$ cat src/rtl/stage_write_q_pkg.sv
// Shared writeback definitions: exception causes, FSM states, queue entry
// and forwarding-view records used by stage_write_q and its wb_fifo.
// Optional feature macro used by this slice: WB_RETIRE_COUNT_EN.
package stage_write_q_pkg;

   // Result width carried by queue entries; stage_write_q's XLEN must match.
   localparam int unsigned WB_XLEN = 32;

   typedef enum logic [3:0] {
      ECAUSE_INSN_MISALIGN  = 4'd0,
      ECAUSE_INSN_FAULT     = 4'd1,
      ECAUSE_ILLEGAL_INSN   = 4'd2,
      ECAUSE_BREAKPOINT     = 4'd3,
      ECAUSE_LOAD_MISALIGN  = 4'd4,
      ECAUSE_LOAD_FAULT     = 4'd5,
      ECAUSE_STORE_MISALIGN = 4'd6,
      ECAUSE_STORE_FAULT    = 4'd7,
      ECAUSE_ECALL_U        = 4'd8,
      ECAUSE_ECALL_M        = 4'd11
   } ecause_t;

   typedef enum logic [0:0] {
      WB_RUN      = 1'b0,
      WB_EXC_WAIT = 1'b1
   } wb_state_t;

   typedef struct packed {
      logic [4:0]         rd;
      logic [WB_XLEN-1:0] data;
      logic               exc;
      ecause_t            cause;
      logic               flush;
      logic [29:0]        pc;
   } wb_entry_t;

   // Per-slot view exported by the FIFO, ordered oldest (0) to newest.
   typedef struct packed {
      logic               vld;
      logic [4:0]         rd;
      logic               exc;
      logic [WB_XLEN-1:0] data;
   } wb_fwd_t;

   // Register x0 never forwards; any other register forwards on exact match.
   function automatic logic fwd_reg_match(input logic [4:0] lookup, input logic [4:0] dest);
      return (lookup != 5'd0) && (lookup == dest);
   endfunction

endpackage

$ cat src/rtl/stage_write_q_wb_fifo.sv
// wb_fifo: circular buffer of completed results with push/pop/clear,
// occupancy count and an age-ordered slot view for forwarding lookups.
module wb_fifo
   import stage_write_q_pkg::*;
#(
   parameter int unsigned DEPTH = 4,
   localparam int unsigned PW = $clog2(DEPTH),
   localparam int unsigned CW = $clog2(DEPTH + 1)
) (
   input  logic           clk_i,
   input  logic           rst_i,
   input  logic           clear_i,
   input  logic           push_i,
   input  wb_entry_t      push_entry_i,
   input  logic           pop_i,
   output wb_entry_t      head_o,
   output logic [CW-1:0]  count_o,
   output wb_fwd_t        fwd_view_o [DEPTH]
);

   localparam logic [CW-1:0] CNT_ZERO = '0;
   localparam logic [CW-1:0] CNT_FULL = CW'(DEPTH);

   wb_entry_t     mem_q [DEPTH];
   logic [PW-1:0] rd_q, rd_d;
   logic [PW-1:0] wr_q, wr_d;
   logic [CW-1:0] cnt_q, cnt_d;
   logic          push_ok_s;
   logic          pop_ok_s;

   assign push_ok_s = push_i && (cnt_q != CNT_FULL);
   assign pop_ok_s  = pop_i && (cnt_q != CNT_ZERO);

   // Pointer and occupancy update; clear wins over push and pop.
   always_comb begin
      rd_d  = rd_q;
      wr_d  = wr_q;
      cnt_d = cnt_q;
      if (clear_i) begin
         rd_d  = '0;
         wr_d  = '0;
         cnt_d = CNT_ZERO;
      end else begin
         if (push_ok_s) begin
            wr_d = wr_q + 1'b1;
         end else begin
            wr_d = wr_q;
         end
         if (pop_ok_s) begin
            rd_d = rd_q + 1'b1;
         end else begin
            rd_d = rd_q;
         end
         case ({push_ok_s, pop_ok_s})
            2'b10:   cnt_d = cnt_q + 1'b1;
            2'b01:   cnt_d = cnt_q - 1'b1;
            default: cnt_d = cnt_q;
         endcase
      end
   end

   // Pointer and count registers.
   always_ff @(posedge clk_i or posedge rst_i) begin
      if (rst_i) begin
         rd_q  <= '0;
         wr_q  <= '0;
         cnt_q <= CNT_ZERO;
      end else begin
         rd_q  <= rd_d;
         wr_q  <= wr_d;
         cnt_q <= cnt_d;
      end
   end

   // Entry storage; a push in a clearing cycle is dropped with the rest.
   always_ff @(posedge clk_i or posedge rst_i) begin
      if (rst_i) begin
         for (int k = 0; k < DEPTH; k++) begin
            mem_q[k] <= '0;
         end
      end else if (push_ok_s && !clear_i) begin
         mem_q[wr_q] <= push_entry_i;
      end else begin
         mem_q <= mem_q;
      end
   end

   assign head_o  = mem_q[rd_q];
   assign count_o = cnt_q;

   for (genvar k = 0; k < DEPTH; k++) begin : g_view
      logic [PW-1:0] idx_s;
      assign idx_s              = rd_q + PW'(k);
      assign fwd_view_o[k].vld  = (CW'(k) < cnt_q);
      assign fwd_view_o[k].rd   = mem_q[idx_s].rd;
      assign fwd_view_o[k].exc  = mem_q[idx_s].exc;
      assign fwd_view_o[k].data = mem_q[idx_s].data;
   end

endmodule

$ cat src/rtl/stage_write_q.sv
// stage_write_q: queued writeback stage. Completed results from memory1 are
// buffered so an excepting instruction can wait for bus activity to drain;
// the exception then squashes everything younger. Decode gets combinational
// forwarding from the queue and the output register.
// Optional feature macro: WB_RETIRE_COUNT_EN (adds a 64-bit retire counter).
module stage_write_q
   import stage_write_q_pkg::*;
#(
   parameter int unsigned XLEN    = WB_XLEN,
   parameter int unsigned DEPTH   = 4,
   parameter int unsigned NUM_FWD = 2
) (
   input  logic                    clk_core,
   input  logic                    reset,
   input  logic                    fe1_stall,
   input  logic                    mem1_stall,
   input  logic                    mem1_valid_wb,
   input  logic                    mem1_exc,
   input  ecause_t                 mem1_exc_cause,
   input  logic                    mem1_flush,
   input  logic [29:0]             mem1_pc,
   input  logic [4:0]              mem1_wb_reg,
   input  logic [XLEN-1:0]         mem1_dout,
   output logic                    wb_stall,
   output logic                    wb_valid,
   output logic [4:0]              wb_reg,
   output logic [XLEN-1:0]         wb_data,
   output logic                    wb_exc,
   output ecause_t                 wb_exc_cause,
   output logic                    wb_flush,
   output logic [29:0]             wb_pc,
`ifdef WB_RETIRE_COUNT_EN
   output logic [63:0]             retire_count,
`endif
   input  logic [NUM_FWD*5-1:0]    fwd_reg,
   output logic [NUM_FWD-1:0]      fwd_hit,
   output logic [NUM_FWD*XLEN-1:0] fwd_data
);

   localparam int unsigned CW = $clog2(DEPTH + 1);
   localparam logic [CW-1:0] CNT_ZERO = '0;
   localparam logic [CW-1:0] CNT_FULL = CW'(DEPTH);

   wb_state_t     state_q, state_d;
   wb_entry_t     in_entry_s;
   wb_entry_t     fifo_head_s;
   wb_entry_t     head_s;
   wb_fwd_t       fwd_view_s [DEPTH];
   logic [CW-1:0] fifo_count_s;
   logic          fifo_empty_s;
   logic          full_s;
   logic          accept_s;
   logic          have_head_s;
   logic          ext_stall_s;
   logic          pop_s;
   logic          exc_pop_s;
   logic          bypass_s;
   logic          fifo_push_s;
   logic          fifo_pop_s;

   logic            wb_valid_q, wb_valid_d;
   logic            wb_exc_q, wb_exc_d;
   logic            wb_flush_q, wb_flush_d;
   logic [4:0]      wb_reg_q, wb_reg_d;
   logic [XLEN-1:0] wb_data_q, wb_data_d;
   logic [29:0]     wb_pc_q, wb_pc_d;
   ecause_t         wb_exc_cause_q, wb_exc_cause_d;

   wb_fifo #(.DEPTH(DEPTH)) u_fifo (
      .clk_i        (clk_core),
      .rst_i        (reset),
      .clear_i      (exc_pop_s),
      .push_i       (fifo_push_s),
      .push_entry_i (in_entry_s),
      .pop_i        (fifo_pop_s),
      .head_o       (fifo_head_s),
      .count_o      (fifo_count_s),
      .fwd_view_o   (fwd_view_s)
   );

   // Stall depends only on the registered occupancy, never on this cycle's pop.
   assign full_s       = (fifo_count_s == CNT_FULL);
   assign fifo_empty_s = (fifo_count_s == CNT_ZERO);
   assign wb_stall     = full_s;

   // Retire decision, FSM next state and next output-register contents.
   always_comb begin
      in_entry_s.rd    = mem1_wb_reg;
      in_entry_s.data  = mem1_dout;
      in_entry_s.exc   = mem1_exc;
      in_entry_s.cause = mem1_exc_cause;
      in_entry_s.flush = mem1_flush;
      in_entry_s.pc    = mem1_pc;

      accept_s    = (mem1_valid_wb || mem1_exc) && !full_s;
      have_head_s = !fifo_empty_s || accept_s;
      head_s      = fifo_empty_s ? in_entry_s : fifo_head_s;
      ext_stall_s = fe1_stall || mem1_stall;

      state_d   = state_q;
      pop_s     = 1'b0;
      exc_pop_s = 1'b0;
      case (state_q)
         WB_RUN: begin
            if (have_head_s) begin
               if (head_s.exc) begin
                  if (ext_stall_s) begin
                     state_d = WB_EXC_WAIT;
                  end else begin
                     pop_s     = 1'b1;
                     exc_pop_s = 1'b1;
                  end
               end else begin
                  pop_s = 1'b1;
               end
            end else begin
               pop_s = 1'b0;
            end
         end
         WB_EXC_WAIT: begin
            // Leave once bus activity ends; the exception retires next cycle.
            if (!ext_stall_s) begin
               state_d = WB_RUN;
            end else begin
               state_d = WB_EXC_WAIT;
            end
         end
         default: begin
            state_d = WB_RUN;
         end
      endcase

      // An empty queue hands the accepted input directly to the output register.
      bypass_s    = pop_s && fifo_empty_s;
      fifo_pop_s  = pop_s && !fifo_empty_s;
      fifo_push_s = accept_s && !bypass_s && !exc_pop_s;

      wb_valid_d     = 1'b0;
      wb_exc_d       = 1'b0;
      wb_flush_d     = 1'b0;
      wb_reg_d       = wb_reg_q;
      wb_data_d      = wb_data_q;
      wb_pc_d        = wb_pc_q;
      wb_exc_cause_d = wb_exc_cause_q;
      if (pop_s) begin
         wb_reg_d       = head_s.rd;
         wb_data_d      = head_s.data;
         wb_pc_d        = head_s.pc;
         wb_exc_cause_d = head_s.cause;
         if (exc_pop_s) begin
            wb_exc_d = 1'b1;
         end else begin
            wb_valid_d = (head_s.rd != 5'd0);
            wb_flush_d = head_s.flush;
         end
      end else begin
         wb_valid_d = 1'b0;
      end
   end

   // FSM state register.
   always_ff @(posedge clk_core or posedge reset) begin
      if (reset) begin
         state_q <= WB_RUN;
      end else begin
         state_q <= state_d;
      end
   end

   // Retire output register.
   always_ff @(posedge clk_core or posedge reset) begin
      if (reset) begin
         wb_valid_q     <= 1'b0;
         wb_exc_q       <= 1'b0;
         wb_flush_q     <= 1'b0;
         wb_reg_q       <= 5'd0;
         wb_data_q      <= '0;
         wb_pc_q        <= 30'd0;
         wb_exc_cause_q <= ecause_t'(4'd0);
      end else begin
         wb_valid_q     <= wb_valid_d;
         wb_exc_q       <= wb_exc_d;
         wb_flush_q     <= wb_flush_d;
         wb_reg_q       <= wb_reg_d;
         wb_data_q      <= wb_data_d;
         wb_pc_q        <= wb_pc_d;
         wb_exc_cause_q <= wb_exc_cause_d;
      end
   end

   assign wb_valid     = wb_valid_q;
   assign wb_exc       = wb_exc_q;
   assign wb_flush     = wb_flush_q;
   assign wb_reg       = wb_reg_q;
   assign wb_data      = wb_data_q;
   assign wb_pc        = wb_pc_q;
   assign wb_exc_cause = wb_exc_cause_q;

   // Forwarding: output register first, then queue oldest->newest so the
   // youngest matching non-excepting result wins.
   always_comb begin
      fwd_hit  = '0;
      fwd_data = '0;
      for (int i = 0; i < NUM_FWD; i++) begin
         if (wb_valid_q && fwd_reg_match(fwd_reg[i*5 +: 5], wb_reg_q)) begin
            fwd_hit[i]              = 1'b1;
            fwd_data[i*XLEN +: XLEN] = wb_data_q;
         end else begin
            fwd_hit[i] = fwd_hit[i];
         end
         for (int k = 0; k < DEPTH; k++) begin
            if (fwd_view_s[k].vld && !fwd_view_s[k].exc &&
                fwd_reg_match(fwd_reg[i*5 +: 5], fwd_view_s[k].rd)) begin
               fwd_hit[i]              = 1'b1;
               fwd_data[i*XLEN +: XLEN] = fwd_view_s[k].data;
            end else begin
               fwd_hit[i] = fwd_hit[i];
            end
         end
      end
   end

`ifdef WB_RETIRE_COUNT_EN
   logic [63:0] retire_cnt_q;

   // Count every non-exception retirement, x0 writes included.
   always_ff @(posedge clk_core or posedge reset) begin
      if (reset) begin
         retire_cnt_q <= 64'd0;
      end else if (pop_s && !exc_pop_s) begin
         retire_cnt_q <= retire_cnt_q + 64'd1;
      end else begin
         retire_cnt_q <= retire_cnt_q;
      end
   end

   assign retire_count = retire_cnt_q;
`endif

endmodule
$ cat config.mk
export PLATFORM = sky130hd
export DESIGN_NAME = stage_write_q
export DESIGN_NICKNAME = d
export VERILOG_FILES = /design/src/rtl/stage_write_q_pkg.sv /design/src/rtl/stage_write_q_wb_fifo.sv /design/src/rtl/stage_write_q.sv
export SDC_FILE = /design/constraint.sdc
export NUM_CORES = 1
export LEC_CHECK = 0
export BUFFER_PORTS_ARGS = -buffer_cell sky130_fd_sc_hd__clkbuf_2
export CAP_MARGIN = 20
export CORE_MARGIN = 2
export CORE_UTILIZATION = 35
export DETAILED_ROUTE_END_ITERATION = 10
export PLACE_DENSITY = 0.51
export SLEW_MARGIN = 40
export SYNTH_ARGS = -nofsm -noshare
export SYNTH_HDL_FRONTEND = slang
export SYNTH_SLANG_ARGS = --single-unit
$ cat constraint.sdc
create_clock -name clk_core -period 16.7 [get_ports clk_core]
set_clock_uncertainty 0.2 [all_clocks]
set_input_delay 2.505 -clock clk_core [delete_from_list [all_inputs] [get_ports clk_core]]
set_output_delay 2.505 -clock clk_core [all_outputs]
set_load 0.01 [all_outputs]
==> results of run 1 <==
## synthesized netlist by cell type, drive strengths merged (54+ instances only)
master | instances | area [µm²]
a21oi | 74 | 374
mux2i | 170 | 1720
nor2 | 54 | 203
o21ai | 113 | 566
clkbuf | 92 | 345
mux4 | 56 | 1260
nand2 | 230 | 863
dfrtp | 374 | 9360
o211ai | 89 | 678
buf | 105 | 692
mux2 | 333 | 3750
## through the flow
| step | power, mW | util | std cells | cell area, µm² |
|---|---|---|---|---|
| after floorplan | 4.04 | - | 2110 | 23100 |
| after global placement | 4.87 | 0.376 | 3033 | 24600 |
| after detailed placement | 4.98 | 0.378 | 3039 | 24800 |
| after CTS | 6.04 | 0.402 | 3125 | 26300 |
| after global routing | 6.43 | 0.402 | 3126 | 26400 |
| final | 5.99 | 0.402 | 3127 | 26400 |
## layer usage
metal	part of all wire	vias to the layer above	GRT usage
li1	-	8138	-
met1	0.43	9135	0.287
met2	0.47	664	0.356
met3	0.071	177	0.0506
met4	0.029	18	0.0638
met5	0.0016	-	0
## final timing paths
| kind | slack (ns) | depth (start not counted) | endpoint | from |
|---|---|---|---|---|
| worst min register to register | 0.28 | 2 | wb_pc[27]$_DFFE_PP0N_ | wb_pc[27]$_DFFE_PP0N_ |
| worst max register to register | 11.30 | 9 | u_fifo.mem_q[163]$_DFFE_PP0P_ | u_fifo.rd_q[0]$_DFFE_PP0P_ |
| worst min-delay path | 0.28 | 2 | wb_pc[27]$_DFFE_PP0N_ | wb_pc[27]$_DFFE_PP0N_ |
| min in group asynchronous | 1.69 | 2 | u_fifo.mem_q[60]$_DFFE_PP0P_ | reset |
| worst max-delay path | 8.20 | 9 | fwd_data[28] | fwd_reg[2] |
| max in group asynchronous | 12.96 | 4 | wb_pc[18]$_DFFE_PP0N_ | reset |
## tightest hold or removal path, cell delays in order (launching register included)
cell	delay, ns
sky130_fd_sc_hd__dfrtp_1	0.34
sky130_fd_sc_hd__nand2_1	0.04
sky130_fd_sc_hd__o21ai_0	0.06
## logic make-up after synthesis
family | count (synthesis)
and+or+nand+nor | 485
buffers and inverters | 205
AOI/OAI and AO/OA | 430
DFF | 374
xor gates and xnor gates | 49
muxes | 559
adders and majority gates | 8
## area by class of cell
type                    count  area (µm²)
repair buffers            262        1510
flip-flops and latches    374        9370
inverters                   8        40.0
clock inverters            22         244
fillers                  6295       39200
clock buffers              64        1310
multi-input cells        1531       12800
diodes                      2        5.00
well taps                 864        1080
## power by group through the flow
stage | Combinational, mW | Clock, mW | Sequential (mW)
after global placement | 3.14 | 0 | 1.73
after global routing | 3.54 | 1.10 | 1.80
after detailed placement | 3.24 | 0 | 1.74
final | 3.23 | 1.03 | 1.73
after floorplan | 2.39 | 0 | 1.65
after CTS | 3.25 | 1.06 | 1.73
==> out/metrics.cfg, run 1 <==
[timing]
finalSetupViolCount = 0
worst_hold_slack_ns = 0.276
min_period_ns = 8.50
post-route-worst-setup-slack_ns = 8.20
post-route-period-util = 0.509
worst_slew_pin_slew_ns = 0.848
rsz0062_at_grt = false
finalMaxSlewViolations = 0
max_freq_ghz = 0.118
hold_viol = 0
slew_headroom = 0.431
setup_tns_ns = 0

[place]
port_buffers = 228
place_congestion = 0.880
placement.setup.worst_slack_ns = 8.31
place_hpwl_um = 46500

[worst_setup_path]
worst_setup_sp_type = input port
worst_path_max_delay_cell = sky130_fd_sc_hd__or4_1
critPathMostFrequentCell = sky130_fd_sc_hd__clkbuf_2
largest_driver_fanout_on_the_critical_path = 35
crit_path_cell_trace = clkbuf_2 -> or4_1 -> nor2_1 -> nand3b_1 -> or2_2 -> buf_4 -> nand2b_4 -> o221ai_1 -> clkbuf_2
setup.worst_path.end_class = primary output
critPathMaxStageDelay_ns = 0.63
worst_path_bufs_invs = 3
cell_family_with_most_cp_delay = simple AND/OR/NAND/NOR gates
path_class = input port to primary output
critical_path_arrival_ns = 5.79
cp.required_ns = 13.99

[synth]
yosys_register_bits = 374
post_synthesis_compound_gate_area_fraction = 0.131
synth.cell_area_um2 = 23100
synthCells = 2110
dominant_combinational_cell_family_by_area_after_synthesis = multiplexers
yosys.area_share.adder = 0.00433
syn-num-nets = 2206
ys_seq_area_frac = 0.405
postSynthAreaPerCell_um2 = 11.0
count_of_flip_flops_with_a_built_in_enable_after_synthesis = 0
synth_xor_area_frac = 0.0186
async_reset_ff_frac = 1.00
synth.mux.area_fraction = 0.291
synth_ff_type = sky130_fd_sc_hd__dfrtp_1
netlist-cell-type-count = 69
post_synthesis_simple_gate_area_fraction = 0.104
synthesis.yosys.warnings = 0

[drt]
firstDrtPassIters = 6
avgViaCountPerCell = 5.80
post-route-drc-count = 0
vias = 18100
finalWirelength_um = 74300
drt_iter0_markers = 1441
drt-wirelength-per-cell_um = 23.8
ant_nets = 0

[floorplan]
start_util = 0.353
dieWidth_um = 261
placement_rows = 94
die_area_um2 = 68100
io-pin-count = 229
dieHeight_um = 261
placeableCoreArea_um2 = 65500

[cells_and_area]
final_common_cell = sky130_fd_sc_hd__dfrtp_1
drive_above_1_share = 0.227
largest_register_ffs = 292
design.final.nets = 2321
largest-register = u_fifo.mem_q
syn2layout_area_growth_pct = 14.0
most-common-layout-cells = sky130_fd_sc_hd__dfrtp_1 (372), sky130_fd_sc_hd__mux2_1 (280), sky130_fd_sc_hd__nand2_1 (230), sky130_fd_sc_hd__clkbuf_2 (228), sky130_fd_sc_hd__mux2i_1 (168)

[global_route]
total_congestion_overflow = 0
grtUsageTotal = 0.217
global_route_wire_length_before_repair_um = 114000
grt_antenna_before_repair = 11
pin_count_of_the_biggest_net_entering_global_routing = 115
grt_pass1_vias = 18400

[pwr]
seqPwrFrac = 0.289
pwr_density_cell_nw_per_um2 = 227
total_switching_power_mw = 2.62
power_switching_share = 0.438
cellInternalPower_mw = 3.37
power.clock.fraction = 0.172
p_comb_frac = 0.539
worst_ir_drop_on_vdd_uv = 193
power.leakage_nw = 11.1

[worst_hold_path]
worstHoldPathType = flip-flop to flip-flop

[clock_network]
cts_hold_buffers = 0
worst_setup_hold_path_clk_slew_ns = 0.05
postCtsSetupRepairBufs = 0
cts-buffers-inserted = 48
clock_tree_from_tritoncts = built
worstSkewPairLatency_ns = 0.60
maximum_number_of_buffers_from_clock_root_to_sink = 3
cts.root.buffer_cell = sky130_fd_sc_hd__clkbuf_16
post_cts_resized = 0
clock-sinks = 374
cts-htree-levels = 2

[status]
status = complete, no violations

[flow_run]
max_cap_violation_count = 0

No activity file was read; power rests on OpenSTA's default activity.
==> inputs of run 2 (changes only) <==
Clock period 16.7 ns to 8.2 ns, I/O delays scaled along.
==> out/metrics.cfg, run 2 (synthesis results as in run 1) <==
[clock_network]
post_cts_resized = 0  ; unchanged
cts-buffers-inserted = 47  ; was 48
cts_hold_buffers = 0  ; unchanged
worstSkewPairLatency_ns = 0.60  ; about the same
worst_setup_hold_path_clk_slew_ns = 0.06  ; was 0.05 ns
cts-htree-levels = 2  ; unchanged
cts.root.buffer_cell = sky130_fd_sc_hd__clkbuf_16  ; unchanged
clock_tree_from_tritoncts = built  ; unchanged
maximum_number_of_buffers_from_clock_root_to_sink = 3  ; unchanged
clock-sinks = 374  ; unchanged
postCtsSetupRepairBufs = 0  ; unchanged

[timing]
setup_tns_ns = 0  ; unchanged
min_period_ns = 6.46
post-route-period-util = 0.788
finalSetupViolCount = 0  ; unchanged
rsz0062_at_grt = false  ; unchanged
hold_viol = 0  ; unchanged
max_freq_ghz = 0.155
slew_headroom = 0.409  ; was 0.431
finalMaxSlewViolations = 0  ; unchanged
worst_slew_pin_slew_ns = 0.886  ; was 0.848 ns

[global_route]
pin_count_of_the_biggest_net_entering_global_routing = 151  ; was 115
grt_antenna_before_repair = 6  ; was 11
global_route_wire_length_before_repair_um = 115000  ; was 114,000 µm
grt_pass1_vias = 18800  ; was 18,400
total_congestion_overflow = 0  ; unchanged
grtUsageTotal = 0.219  ; was 0.217

[drt]
drt_iter0_markers = 1320  ; was 1,441
drt-wirelength-per-cell_um = 23.9  ; was 23.8 µm
avgViaCountPerCell = 5.79  ; was 5.80
ant_nets = 0  ; unchanged
firstDrtPassIters = 6  ; unchanged
vias = 18100  ; about the same
finalWirelength_um = 74800  ; was 74,300 µm
post-route-drc-count = 0  ; unchanged

[worst_setup_path]
critPathMaxStageDelay_ns = 0.85  ; was 0.63 ns
cell_family_with_most_cp_delay = compound AO/OA/AOI/OAI gates  ; was simple AND/OR/NAND/NOR gates
path_class = flip-flop to primary output  ; was input port to primary output
worst_path_bufs_invs = 2  ; was 3
ff2ff_path_depth = 7  ; was 9
timing.rr.end = u_fifo.mem_q[133]$_DFFE_PP0P_  ; was u_fifo.mem_q[163]$_DFFE_PP0P_
setup.worst_path.end_class = primary output  ; unchanged
worst_path_max_delay_cell = sky130_fd_sc_hd__dfrtp_4  ; was sky130_fd_sc_hd__or4_1
worst_setup_sp_type = flip-flop  ; was input port
cp.required_ns = 6.77  ; was 13.99 ns
critical_path_arrival_ns = 5.03  ; was 5.79 ns
crit_path_cell_trace = buf_4 -> mux4_2 -> xor2_1 -> a2111oi_2 -> and2_4 -> a221oi_1 -> o31ai_1 -> clkbuf_2  ; was clkbuf_2 -> or4_1 -> nor2_1 -> nand3b_1 -> or2_2 -> buf_4 -> nand2b_4 -> o221ai_1 -> clkbuf_2
r2r_start = u_fifo.rd_q[0]$_DFFE_PP0P_  ; unchanged
rrSetupSlack_ns = 3.18  ; was 11.30 ns
largest_driver_fanout_on_the_critical_path = 38  ; was 35

[place]
port_buffers = 228  ; unchanged
place_congestion = 0.853  ; was 0.880
detailed_place.area_um2 = 24800  ; about the same
place_hpwl_um = 47100  ; was 46,500 µm
dpl.cell_count = 3041  ; was 3,039

[pwr]
power.clock.fraction = 0.168  ; was 0.172
power.leakage_nw = 11.1  ; about the same
p_comb_frac = 0.540  ; was 0.539
cellInternalPower_mw = 6.83  ; was 3.37 mW
seqPwrFrac = 0.292  ; was 0.289
worst_ir_drop_on_vdd_uv = 204  ; was 193 µV
power_switching_share = 0.440  ; was 0.438
pwr_density_cell_nw_per_um2 = 462  ; was 227 nW/µm²
total_switching_power_mw = 5.38  ; was 2.62 mW

[worst_hold_path]
holdPathStages = 2  ; unchanged
hold_end = wb_pc[7]$_DFFE_PP0N_  ; was wb_pc[27]$_DFFE_PP0N_
hp-start = wb_pc[7]$_DFFE_PP0N_  ; was wb_pc[27]$_DFFE_PP0N_
worstHoldPathType = flip-flop to flip-flop  ; unchanged

[floorplan]
dieHeight_um = 261  ; unchanged
dieWidth_um = 261  ; unchanged
placement_rows = 94  ; unchanged
io-pin-count = 229  ; unchanged
start_util = 0.353  ; unchanged
placeableCoreArea_um2 = 65500  ; unchanged
die_area_um2 = 68100  ; unchanged

[cells_and_area]
drive_above_1_share = 0.230  ; was 0.227
n_fill_cell = 6274  ; was 6,295
fin_cells = 3130  ; was 3,127
final_common_cell = sky130_fd_sc_hd__dfrtp_1  ; unchanged
largest-register = u_fifo.mem_q  ; unchanged
most-common-layout-cells = sky130_fd_sc_hd__dfrtp_1 (372), sky130_fd_sc_hd__mux2_1 (280), sky130_fd_sc_hd__nand2_1 (230), sky130_fd_sc_hd__clkbuf_2 (228), sky130_fd_sc_hd__mux2i_1 (168)  ; unchanged
largest_register_ffs = 292  ; unchanged
syn2layout_area_growth_pct = 14.2  ; was 14.0%
layout.cell_area.non_filler_um2 = 26400  ; about the same
design.final.nets = 2323  ; was 2,321

[flow_run]
max_cap_violation_count = 0  ; unchanged

[status]
status = complete, no violations  ; unchanged

[run 2: changes by cell type in the layout (fill, tap and decap cells not counted), sizes merged]
cell,change
buf,+3
diode,-1
clkbuf,+3
clkinv,-2
bufinv,-3
inv,+1
clkinvlp,+2
[run 2: through the flow]
| stage | setup slack, ns | hold WS (ns) | utilization | power (mW) |
|---|---|---|---|---|
| 5_1_grt | 1.42 | 0.295 | 0.403 | 13.1 |
| 3_3_place_gp | 2.13 | 0.262 | 0.376 | 9.94 |
| 2_1_floorplan | 1.75 | 0.252 | - | 8.24 |
| 4_1_cts | 1.72 | 0.285 | 0.402 | 12.3 |
| 3_5_place_dp | 2.37 | 0.271 | 0.379 | 10.2 |
| 6_report | 1.74 | 0.279 | 0.403 | 12.2 |
[run 2: worst min-delay path, stage by stage, from the launching register on]
cell                      delay, ns
sky130_fd_sc_hd__dfrtp_1       0.34
sky130_fd_sc_hd__nand2_1       0.05
sky130_fd_sc_hd__o21ai_0       0.06
[run 2: final cells by class]
cell class,instances,area [µm²],share of cell area
Antenna cell,1,2.50,0.0000948
Clock buffer,67,1370,0.0519
Clock inverter,20,159,0.00602
Inverter,8,36.3,0.00137
Multi-Input combinational cell,1531,12800,0.485
Sequential cell,374,9370,0.355
Tap cell,864,1080,0.0409
Timing Repair Buffer,265,1580,0.0599
[run 2: power groups by stage]
| stage | Combinational [mW] | Sequential (mW) | Clock, mW |
|---|---|---|---|
| floorplan | 4.88 | 3.36 | 0 |
| global placement | 6.42 | 3.52 | 0 |
| detailed placement | 6.59 | 3.59 | 0 |
| CTS | 6.61 | 3.56 | 2.11 |
| global route | 7.21 | 3.71 | 2.20 |
| finish | 6.59 | 3.56 | 2.06 |
[run 2: metal layers]
| metal | track usage | vias up | wire length (µm) | part of all wire |
|---|---|---|---|---|
| li1 | - | 8146 | - | - |
| met1 | 0.286 | 9150 | 31900 | 0.43 |
| met2 | 0.359 | 664 | 35300 | 0.47 |
| met3 | 0.0529 | 144 | 5620 | 0.075 |
| met4 | 0.0704 | 10 | 1980 | 0.026 |
| met5 | 0 | - | 62 | 0.00083 |
[run 2: worst max-delay path by stage]
stage / end / start / slack [ns] / cells after the start
after floorplan: state_q$_DFF_PP0_ / reset / 1.75 / 1
after global placement: fwd_data[39] / u_fifo.rd_q[0]$_DFFE_PP0P_ / 2.13 / 8
after detailed placement: fwd_data[39] / u_fifo.rd_q[0]$_DFFE_PP0P_ / 2.37 / 8
after CTS: fwd_data[39] / u_fifo.rd_q[0]$_DFFE_PP0P_ / 1.72 / 8
after global routing: fwd_data[39] / u_fifo.rd_q[0]$_DFFE_PP0P_ / 1.42 / 8
final: fwd_data[39] / u_fifo.rd_q[0]$_DFFE_PP0P_ / 1.74 / 8
